<file path="src/rtl/serial_adder.sv">
// Bit-serial WIDTH-bit adder: one gate-level full adder plus a carry flop,
// processing operands LSB-first and registering sum/carry-out on completion.

module fa (
    output logic s,
    output logic c_out,
    input  logic a,
    input  logic b,
    input  logic c_in
);
    assign s     = a ^ b ^ c_in;
    assign c_out = (a & b) | (c_in & (a ^ b));
endmodule

module serial_adder #(
    parameter int unsigned WIDTH = 8
) (
    input  logic             clk,
    input  logic             rst,
    input  logic             start,
    input  logic [WIDTH-1:0] a,
    input  logic [WIDTH-1:0] b,
    input  logic             c_in,
    output logic [WIDTH-1:0] sum,
    output logic             c_out,
    output logic             busy,
    output logic             done
);
    localparam int unsigned CW = $clog2(WIDTH + 1);

    typedef enum logic [1:0] {
        IDLE = 2'd0,
        RUN  = 2'd1,
        DONE = 2'd2
    } state_t;

    state_t           state_q, state_d;
    logic [WIDTH-1:0] a_sr_q, a_sr_d;
    logic [WIDTH-1:0] b_sr_q, b_sr_d;
    logic [WIDTH-1:0] acc_q, acc_d;
    logic [WIDTH-1:0] sum_q, sum_d;
    logic             carry_q, carry_d;
    logic             c_out_q, c_out_d;
    logic [CW-1:0]    cnt_q, cnt_d;
    logic             fa_s, fa_c;
    logic [WIDTH:0]   acc_ext;

    fa u_fa (
        .s     (fa_s),
        .c_out (fa_c),
        .a     (a_sr_q[0]),
        .b     (b_sr_q[0]),
        .c_in  (carry_q)
    );

    always_comb begin
        state_d = state_q;
        a_sr_d  = a_sr_q;
        b_sr_d  = b_sr_q;
        acc_d   = acc_q;
        sum_d   = sum_q;
        carry_d = carry_q;
        c_out_d = c_out_q;
        cnt_d   = cnt_q;
        // Widened concat keeps the shift legal when WIDTH == 1.
        acc_ext = {fa_s, acc_q};

        case (state_q)
            IDLE, DONE: begin
                if (start) begin
                    a_sr_d  = a;
                    b_sr_d  = b;
                    carry_d = c_in;
                    cnt_d   = '0;
                    state_d = RUN;
                end else begin
                    state_d = IDLE;
                end
            end
            RUN: begin
                carry_d = fa_c;
                a_sr_d  = a_sr_q >> 1;
                b_sr_d  = b_sr_q >> 1;
                acc_d   = acc_ext[WIDTH:1];
                cnt_d   = cnt_q + CW'(1);
                if (cnt_q == CW'(WIDTH - 1)) begin
                    sum_d   = acc_ext[WIDTH:1];
                    c_out_d = fa_c;
                    state_d = DONE;
                end
            end
            default: state_d = IDLE;
        endcase
    end

    always_ff @(posedge clk) begin
        if (rst) begin
            state_q <= IDLE;
            a_sr_q  <= '0;
            b_sr_q  <= '0;
            acc_q   <= '0;
            sum_q   <= '0;
            carry_q <= 1'b0;
            c_out_q <= 1'b0;
            cnt_q   <= '0;
        end else begin
            state_q <= state_d;
            a_sr_q  <= a_sr_d;
            b_sr_q  <= b_sr_d;
            acc_q   <= acc_d;
            sum_q   <= sum_d;
            carry_q <= carry_d;
            c_out_q <= c_out_d;
            cnt_q   <= cnt_d;
        end
    end

    assign sum   = sum_q;
    assign c_out = c_out_q;
    assign busy  = (state_q == RUN);
    assign done  = (state_q == DONE);
endmodule

</file>
<file path="config.mk">
export PLATFORM = sky130hd
export DESIGN_NAME = serial_adder
export DESIGN_NICKNAME = d
export VERILOG_FILES = /design/src/rtl/serial_adder.sv
export SDC_FILE = /design/constraint.sdc
export NUM_CORES = 1
export LEC_CHECK = 0
export ABC_AREA = 1
export BUFFER_PORTS_ARGS = -buffer_cell sky130_fd_sc_hd__buf_2
export CAP_MARGIN = 20
export CORE_MARGIN = 10
export CORE_UTILIZATION = 49
export DETAILED_ROUTE_END_ITERATION = 6
export GPL_TIMING_DRIVEN = 0
export HOLD_SLACK_MARGIN = 0.1
export PLACE_DENSITY = 0.79
export SLEW_MARGIN = 0
export SYNTH_ARGS = -nofsm -noshare
export SYNTH_HDL_FRONTEND = slang
export SYNTH_SLANG_ARGS = --single-unit
</file>
<file path="constraint.sdc">
create_clock -name clk -period 1 [get_ports clk]
set_input_delay 0.1 -clock clk [delete_from_list [all_inputs] [get_ports clk]]
set_output_delay 0.1 -clock clk [all_outputs]
set_load 0.02 [all_outputs]
</file>
==> results of run 1 <==
-- sequential cells by signal (all words and copies together) (netlist names) --
name / cells
sum: 8
c_out: 1
b_sr_q: 8
carry_q: 1
cnt_q: 4
state_q: 2
acc_q: 7
a_sr_q: 8
-- power breakdown --
part | switching [W] | total (W) | internal (W)
clock network | 0.000596 | 0.00119 | 0.000591
registers | 0.0000914 | 0.00173 | 0.00163
logic | 0.000491 | 0.000926 | 0.000435
total | 0.00118 | 0.00384 | 0.00266
-- cell families (layout without fill, tap and decap cells) --
group	count (synthesis)	in the layout	synth area share [%]
flip-flops	39	39	44.0
AO/OA/AOI/OAI	31	31	9.17
AND/OR/NAND/NOR	130	132	34.2
buffers and inverters	38	116	10.8
adder cells (fa/ha/maj)	2	2	1.83
-- cell usage in the layout, fill, tap and decap left out, types with 9 or more instances in the layout --
master,n
a21oi_1,9
a21oi_2,13
buf_2,20
buf_4,21
buf_6,15
dfxtp_1,25
dfxtp_2,11
dlygate4sd3_1,16
inv_1,19
nand2_1,29
nand3_1,27
nand3_2,40
nor2_1,17
-- metal layers --
| metal | GRT usage (%) | routed length, um | vias to the layer above | share of wire [%] |
|---|---|---|---|---|
| li1 | - | - | 955 | - |
| met1 | 18.4 | 2680 | 1033 | 35 |
| met2 | 27.0 | 3970 | 151 | 52 |
| met3 | 4.79 | 662 | 38 | 8.7 |
| met4 | 7.22 | 337 | 0 | 4.4 |
| met5 | 0 | 0 | - | 0 |
-- stage by stage --
step | setup slack (ps) | hold slack [ps] | instances
after CTS | -279 | 106 | 356
final | -301 | 121 | 366
after detailed placement | -215 | 360 | 315
after floorplan | -59.2 | 247 | 240
after global placement | -238 | 355 | 315
after global routing | -326 | 151 | 366
-- worst max-delay path: cells and delay by family (launching register included) --
family	cells	cell delay [ps]
flip-flops	1	390
buffers and inverters	3	350
AND/OR/NAND/NOR	1	90
-- worst max path at each step --
stage | from | endpoint | slack, ps
2_1_floorplan | a_sr_q[0] | acc_q[7] | -60
3_3_place_gp | rst | acc_q[5] | -240
3_5_place_dp | rst | acc_q[5] | -210
4_1_cts | state_q[0] | busy | -280
5_1_grt | state_q[0] | busy | -330
6_report | state_q[1] | done | -300
-- what timing repair did --
item	CTS	global route
buffers inserted	9	14
endpoints found under the hold margin	16	0
gates resized for setup	40	105
hold buffers	16	0
pin swaps	7	50
cloned	8	1
setup endpoints to repair	43	49
-- layout make-up --
class                           count  area [um2]  area share, %
Multi-Input combinational cell    165        1230           40.5
Sequential cell                    39         806           26.5
Timing Repair Buffer               72         637           20.9
Buffer                             14         130           4.28
Inverter                           22        92.6           3.05
Tap cell                           46        57.6           1.89
Clock buffer                        6        51.3           1.69
Clock inverter                      2        35.0           1.15
==> impl_results.md, run 1 <==
* # setup viols final at 42
* Worst path arrival time at 1200 ps
* Clock sinks at 39
* Final #Nets at 341
* Synth area leader: dfxtp_1
* Yosys reg bits at 39
* Mapped Area at 0.00177 mm2
* Worst hold path type: input pin to register
* Clk slew on worst S/H paths at 130 ps
* Ports at 31
* Setup ws final at -301 ps
* Crit path cell chain: inv_4 > buf_6 > nor2_4 > buf_6
* Die area at 0.00642 mm2
* Main synth FF type: dfxtp_1
* FFs w/ async S/R, synth at 0%
* Netlist cell types at 20
* Power density over the cells at 1260 mW/mm2
* Number of synthesized flops with an enable pin at 0
* Unrepaired setup endpoints after global routing: yes
* Setup crit start kind: register
* Fin area at 0.00304 mm2
* Tcrit/Tclk final at 130%
* Largest fanout on the critical path at 10
* Post-synth top cells: 69 x nand3_1, 39 x dfxtp_1, 33 x nand2_1, 23 x nor2_1, 20 x a21oi_1
* Final ANT Viol Nets at 0
* Worst path most repeated cell: buf_6
* Post-DR wirelength/cell at 20.9 um
* Worst R2R Path Depth at 7
* Area post-placement at 0.00207 mm2
* CTS tree: built
* Max Slew Vio Count at 0
* Mean Syn Cell Area at 7.39 um2
* Starting Density at 51.9%
* Reg2reg start: state_q[0]
* Layout cells sized above 1 at 53.8%
* RePlAce Congestion at 0.804
* Slowest CP cell: dfxtp_2
* Layout fillers at 151
* Worst-Margin Slew at 688 ps
* Num CTS Buffers at 5
* Hold EP: a_sr_q[5]
* Max-Cap Viols at 0
* Max incr delay on CP at 390 ps
* Tot Pwr at 0.00384 W
* First-pass GRT wire length at 8.42 mm
* Skew final at 8.26 ps
* Drt initial violations at 188
* Vias in the first global route at 1850
* Diodes inserted at 0
* Worst hold path cell count at 5
* Largest net degree at the start of global routing at 13
* Most numerous cell in the Yosys netlist: nand3_1
* Fmax at 769 MHz
* Worst R2R End: a_sr_q[6]
* Top cells by area, synth: dfxtp_1 44%, nand3_1 19%, nand2_1 7.0%
* Setup TNS after final layout at -7080 ps
* Total number of vias at 2177
* Number of vias per cell at 5.95
* Status: finished, violations left
* Max transition margin at 54.1%
* Synth top area share at 44.0%
* Drt pass-1 iters at 5
* Layout area overhead at 71.5%
* Leakage at 1.28 nW
* Final Critical Period at 1300 ps
* Seq/Total Area, Yosys at 44.0%
* Critical path data required time at 900 ps
* Die Y at 80.2 um
* Aggregate global-route resource usage at 16.1%
* Failing checks: setup timing
* WS Path Type: register to output pin
* DRC violations left at 0
* Longest Clk Path Bufs at 2
* Core area at 0.00342 mm2
* Synthesized instance count at 240
* DIE WIDTH at 80.2 um
* Routed wire length at 7.65 mm
* Peak supply drop at 1.18 mV
* Initial antenna violation count at 0
* R2r setup slk at -230 ps
* Util after Layout at 89.0%
* H-tree levels at 2
* Min-delay src: a[5]
* Fin. Hold Viols at 0
* Row cnt at 21
* CTS root buf: clkbuf_4
* Post-Syn Nets at 262
* Congestion Overflow GR at 0
* IO Port Bufs at 29
* Synth warn at 0
* CP Capture Type: output pin
* Hpwl dp at 2.92 mm
* Clk_lat worst skew at 370 ps
Power figures use the tool's default switching activity.
==> run 2: changes to the inputs <==
--- a/config.mk
+++ b/config.mk
@@ -5,15 +5,14 @@
 export SDC_FILE = /design/constraint.sdc
 export NUM_CORES = 1
 export LEC_CHECK = 0
-export ABC_AREA = 1
 export BUFFER_PORTS_ARGS = -buffer_cell sky130_fd_sc_hd__buf_2
 export CAP_MARGIN = 20
 export CORE_MARGIN = 10
-export CORE_UTILIZATION = 49
+export CORE_UTILIZATION = 48
 export DETAILED_ROUTE_END_ITERATION = 6
 export GPL_TIMING_DRIVEN = 0
 export HOLD_SLACK_MARGIN = 0.1
-export PLACE_DENSITY = 0.79
+export PLACE_DENSITY = 0.77
 export SLEW_MARGIN = 0
 export SYNTH_ARGS = -nofsm -noshare
 export SYNTH_HDL_FRONTEND = slang
==> impl_results.md, run 2 <==
* Mapped Area at 0.00166 mm2 (-6.6%)
* Largest net degree at the start of global routing at 12 (-1)
* Row cnt at 21 (unchanged)
* Routed wire length at 4.94 mm (-35%)
* Setup crit start kind: register
* Gate power share at 21.3% (-2.8 points)
* Most numerous cell in the Yosys netlist: dfxtp_1
* P_sw at 0.000876 W (-26%)
* Aggregate global-route resource usage at 14.2% (-1.8 points)
* Worst hold path type: input pin to register
* RePlAce Congestion at 0.765 (-4.9%)
* Die Y at 78.7 um (-1.8%)
* CTS tree: built
* Util after Layout at 78.8% (-10 points)
* Number of vias per cell at 5.35 (-10%)
* Starting Density at 49.6% (-2.3 points)
* Most common cell after layout, fill and taps aside: dfxtp_1
* Num CTS Buffers at 5 (unchanged)
* DIE WIDTH at 78.7 um (-1.8%)
* Most frequent cells in the layout: 33 x dfxtp_1, 28 x buf_2, 20 x nand2b_1
* Setup ws final at -245 ps (+55.9 ps)
* Part of the power in registers at 51.0% (+6.0 points)
* Yosys reg bits at 39 (unchanged)
* Netlist cell types at 26 (+30%)
* Congestion Overflow GR at 0 (unchanged)
* Drt pass-1 iters at 4 (-1)
* Total number of vias at 1563 (-28%)
* Sw Share at 26.8% (-3.9 points)
* Failing checks: setup timing
* Layout area overhead at 58.8%
* Die area at 0.00620 mm2 (-3.5%)
* Tcrit/Tclk final at 124% (-5.6 points)
* Layout cells sized above 1 at 48.4% (-5.4 points)
* CP delay by family, top: flip-flops
* DRC violations left at 0 (unchanged)
* CP Capture Type: register
* WS Path Type: register to register
* Synth top area share at 47.1% (+3.1 points)
* Worst-Margin Slew at 629 ps (-58.8 ps)
* Initial antenna violation count at 0 (unchanged)
* Buffers & Inverters on Critical Path at 2 (-1)
* Peak supply drop at 1.03 mV (-13%)
* Final ANT Viol Nets at 0 (unchanged)
* Unrepaired setup endpoints after global routing: yes
* Crit path cell chain: nand2b_4 > clkinv_8 > buf_6 > nand4_1 > mux2_4
* Skew final at 11.3 ps (+2.99 ps)
* First-pass GRT wire length at 7.27 mm (-14%)
* Slowest CP cell: dfxtp_2
* Hpwl dp at 2.55 mm (-13%)
* Fmax at 803 MHz (+4.5%)
* Synth warn at 0 (unchanged)
* # setup viols final at 41 (-2.4%)
* Final Critical Period at 1240 ps (-55.9 ps)
* Top cells by area, synth: dfxtp_1 47%, a21oi_1 8.5%, nand2b_1 7.6%
* Clk pwr share at 27.6% (-3.3 points)
* Final #Nets at 267 (-22%)
* Tot Pwr at 0.00326 W (-15%)
* Seq/Total Area, Yosys at 47.1% (+3.1 points)
* Clk_lat worst skew at 340 ps (-30 ps)
* Power density over the cells at 1240 mW/mm2 (-1.7%)
* Diodes inserted at 0 (unchanged)
* Synth area leader: dfxtp_1
* Clk slew on worst S/H paths at 110 ps (-20 ps)
* Longest Clk Path Bufs at 2 (unchanged)
* CTS root buf: clkbuf_4
* Leakage at 0.995 nW (-22%)
* Fin. Hold Viols at 0 (unchanged)
* Vias in the first global route at 1589 (-14%)
* Ports at 31 (unchanged)
* Worst path arrival time at 1490 ps (+290 ps)
* IO Port Bufs at 30 (+3.4%)
* Largest fanout on the critical path at 9 (-1)
* Post-synth top cells: 39 x dfxtp_1, 28 x a21oi_1, 20 x nand2b_1, 19 x nand3_1, 17 x nand2_1
* Drt initial violations at 111 (-41%)
* Max Slew Vio Count at 0 (unchanged)
* Max incr delay on CP at 340 ps (-50 ps)
* Synthesized instance count at 177 (-26%)
* Core area at 0.00334 mm2 (-2.3%)
* Mean Syn Cell Area at 9.36 um2 (+27%)
* Status: finished, violations left
* Critical path data required time at 1250 ps (+350 ps)
* FFs w/ async S/R, synth at 0% (unchanged)
* Max-Cap Viols at 0 (unchanged)
* H-tree levels at 2 (unchanged)
* Clock sinks at 39 (unchanged)
* Post-Syn Nets at 199 (-24%)
* Number of synthesized flops with an enable pin at 0 (unchanged)
* Max transition margin at 58.1% (+3.9 points)
* Post-DR wirelength/cell at 16.9 um (-19%)
* Int Power at 0.00239 W (-10%)
* Main synth FF type: dfxtp_1
run 2: cell types whose count changed after synthesis, moves of 3 or more:
| cell | change |
|---|---|
| nor2_1 | -21 |
| nand2b_1 | +20 |
| o21ai_0 | -9 |
| a22oi_1 | +15 |
| nand2_1 | -16 |
| a21oi_1 | +8 |
| mux2i_1 | +9 |
| inv_1 | -19 |
| nand2_2 | -3 |
| nand3_1 | -50 |
run 2: final cells by class:
type                            instances  area, um2
Buffer                                 14        150
Clock buffer                            8       68.8
Fill cell                             226        707
Inverter                                1       16.3
Multi-Input combinational cell        124       1040
Sequential cell                        39        793
Tap cell                               46       57.6
Timing Repair Buffer                   60        507
run 2: cells by family after synthesis:
group	Yosys count	share of synthesized area, %
flops	39	47.1
compound gates	44	16.0
simple gates	66	21.7
fa+ha+maj	2	1.96
buf+inv	15	6.19
mux	11	7.02
run 2: path summary, 6_finish.rpt:
kind	cells after the start	start	slack [ps]	end
setup / recovery	5	state_q[1]	-240	cnt_q[3]
hold / removal	3	rst	200	cnt_q[3]
setup reg to reg	5	state_q[1]	-240	cnt_q[3]
hold reg to reg	2	b_sr_q[2]	470	b_sr_q[2]
run 2: what timing repair did:
action,4_1_cts,5_1_grt
cloned,2,2
pin swaps,16,19
resized for setup,39,29
buffers inserted,9,1
hold buffers,17,0
endpoints found under the hold margin,17,0
endpoints found under the setup margin,41,42
run 2: metrics by stage:
step	setup slack, ps	cell area [um2]	hold slack, ps	setup TNS (ps)	instances
2_1_floorplan	-172	1750	236	-1940	177
3_3_place_gp	-293	1960	341	-5900	253
3_5_place_dp	-312	1960	352	-6360	253
4_1_cts	-234	2450	194	-6800	289
5_1_grt	-293	2630	201	-9800	292
6_report	-245	2630	200	-7860	292
run 2: power groups by stage:
stage,logic [W],clock network (W),registers (W)
final,0.000696,0.000901,0.00167
after floorplan,0.000294,0,0.00169
after global placement,0.000396,0,0.00169
after global routing,0.000737,0.000984,0.00167
after detailed placement,0.000403,0,0.00170
after CTS,0.000585,0.000927,0.00166
run 2: routing by layer:
| layer | routed length, um | vias up | global-route usage [%] |
|---|---|---|---|
| met5 | 0 | - | 0 |
| met4 | 101 | 0 | 3.05 |
| met3 | 288 | 10 | 5.52 |
| met2 | 2600 | 55 | 25.0 |
| met1 | 1950 | 739 | 16.0 |
| li1 | - | 759 | - |
run 2: worst register-to-register path, delay by kind of cell (launching register included):
family / cells / cell delay [ps]
simple gates: 2 / 300
mux: 1 / 310
flops: 1 / 340
buf+inv: 2 / 210
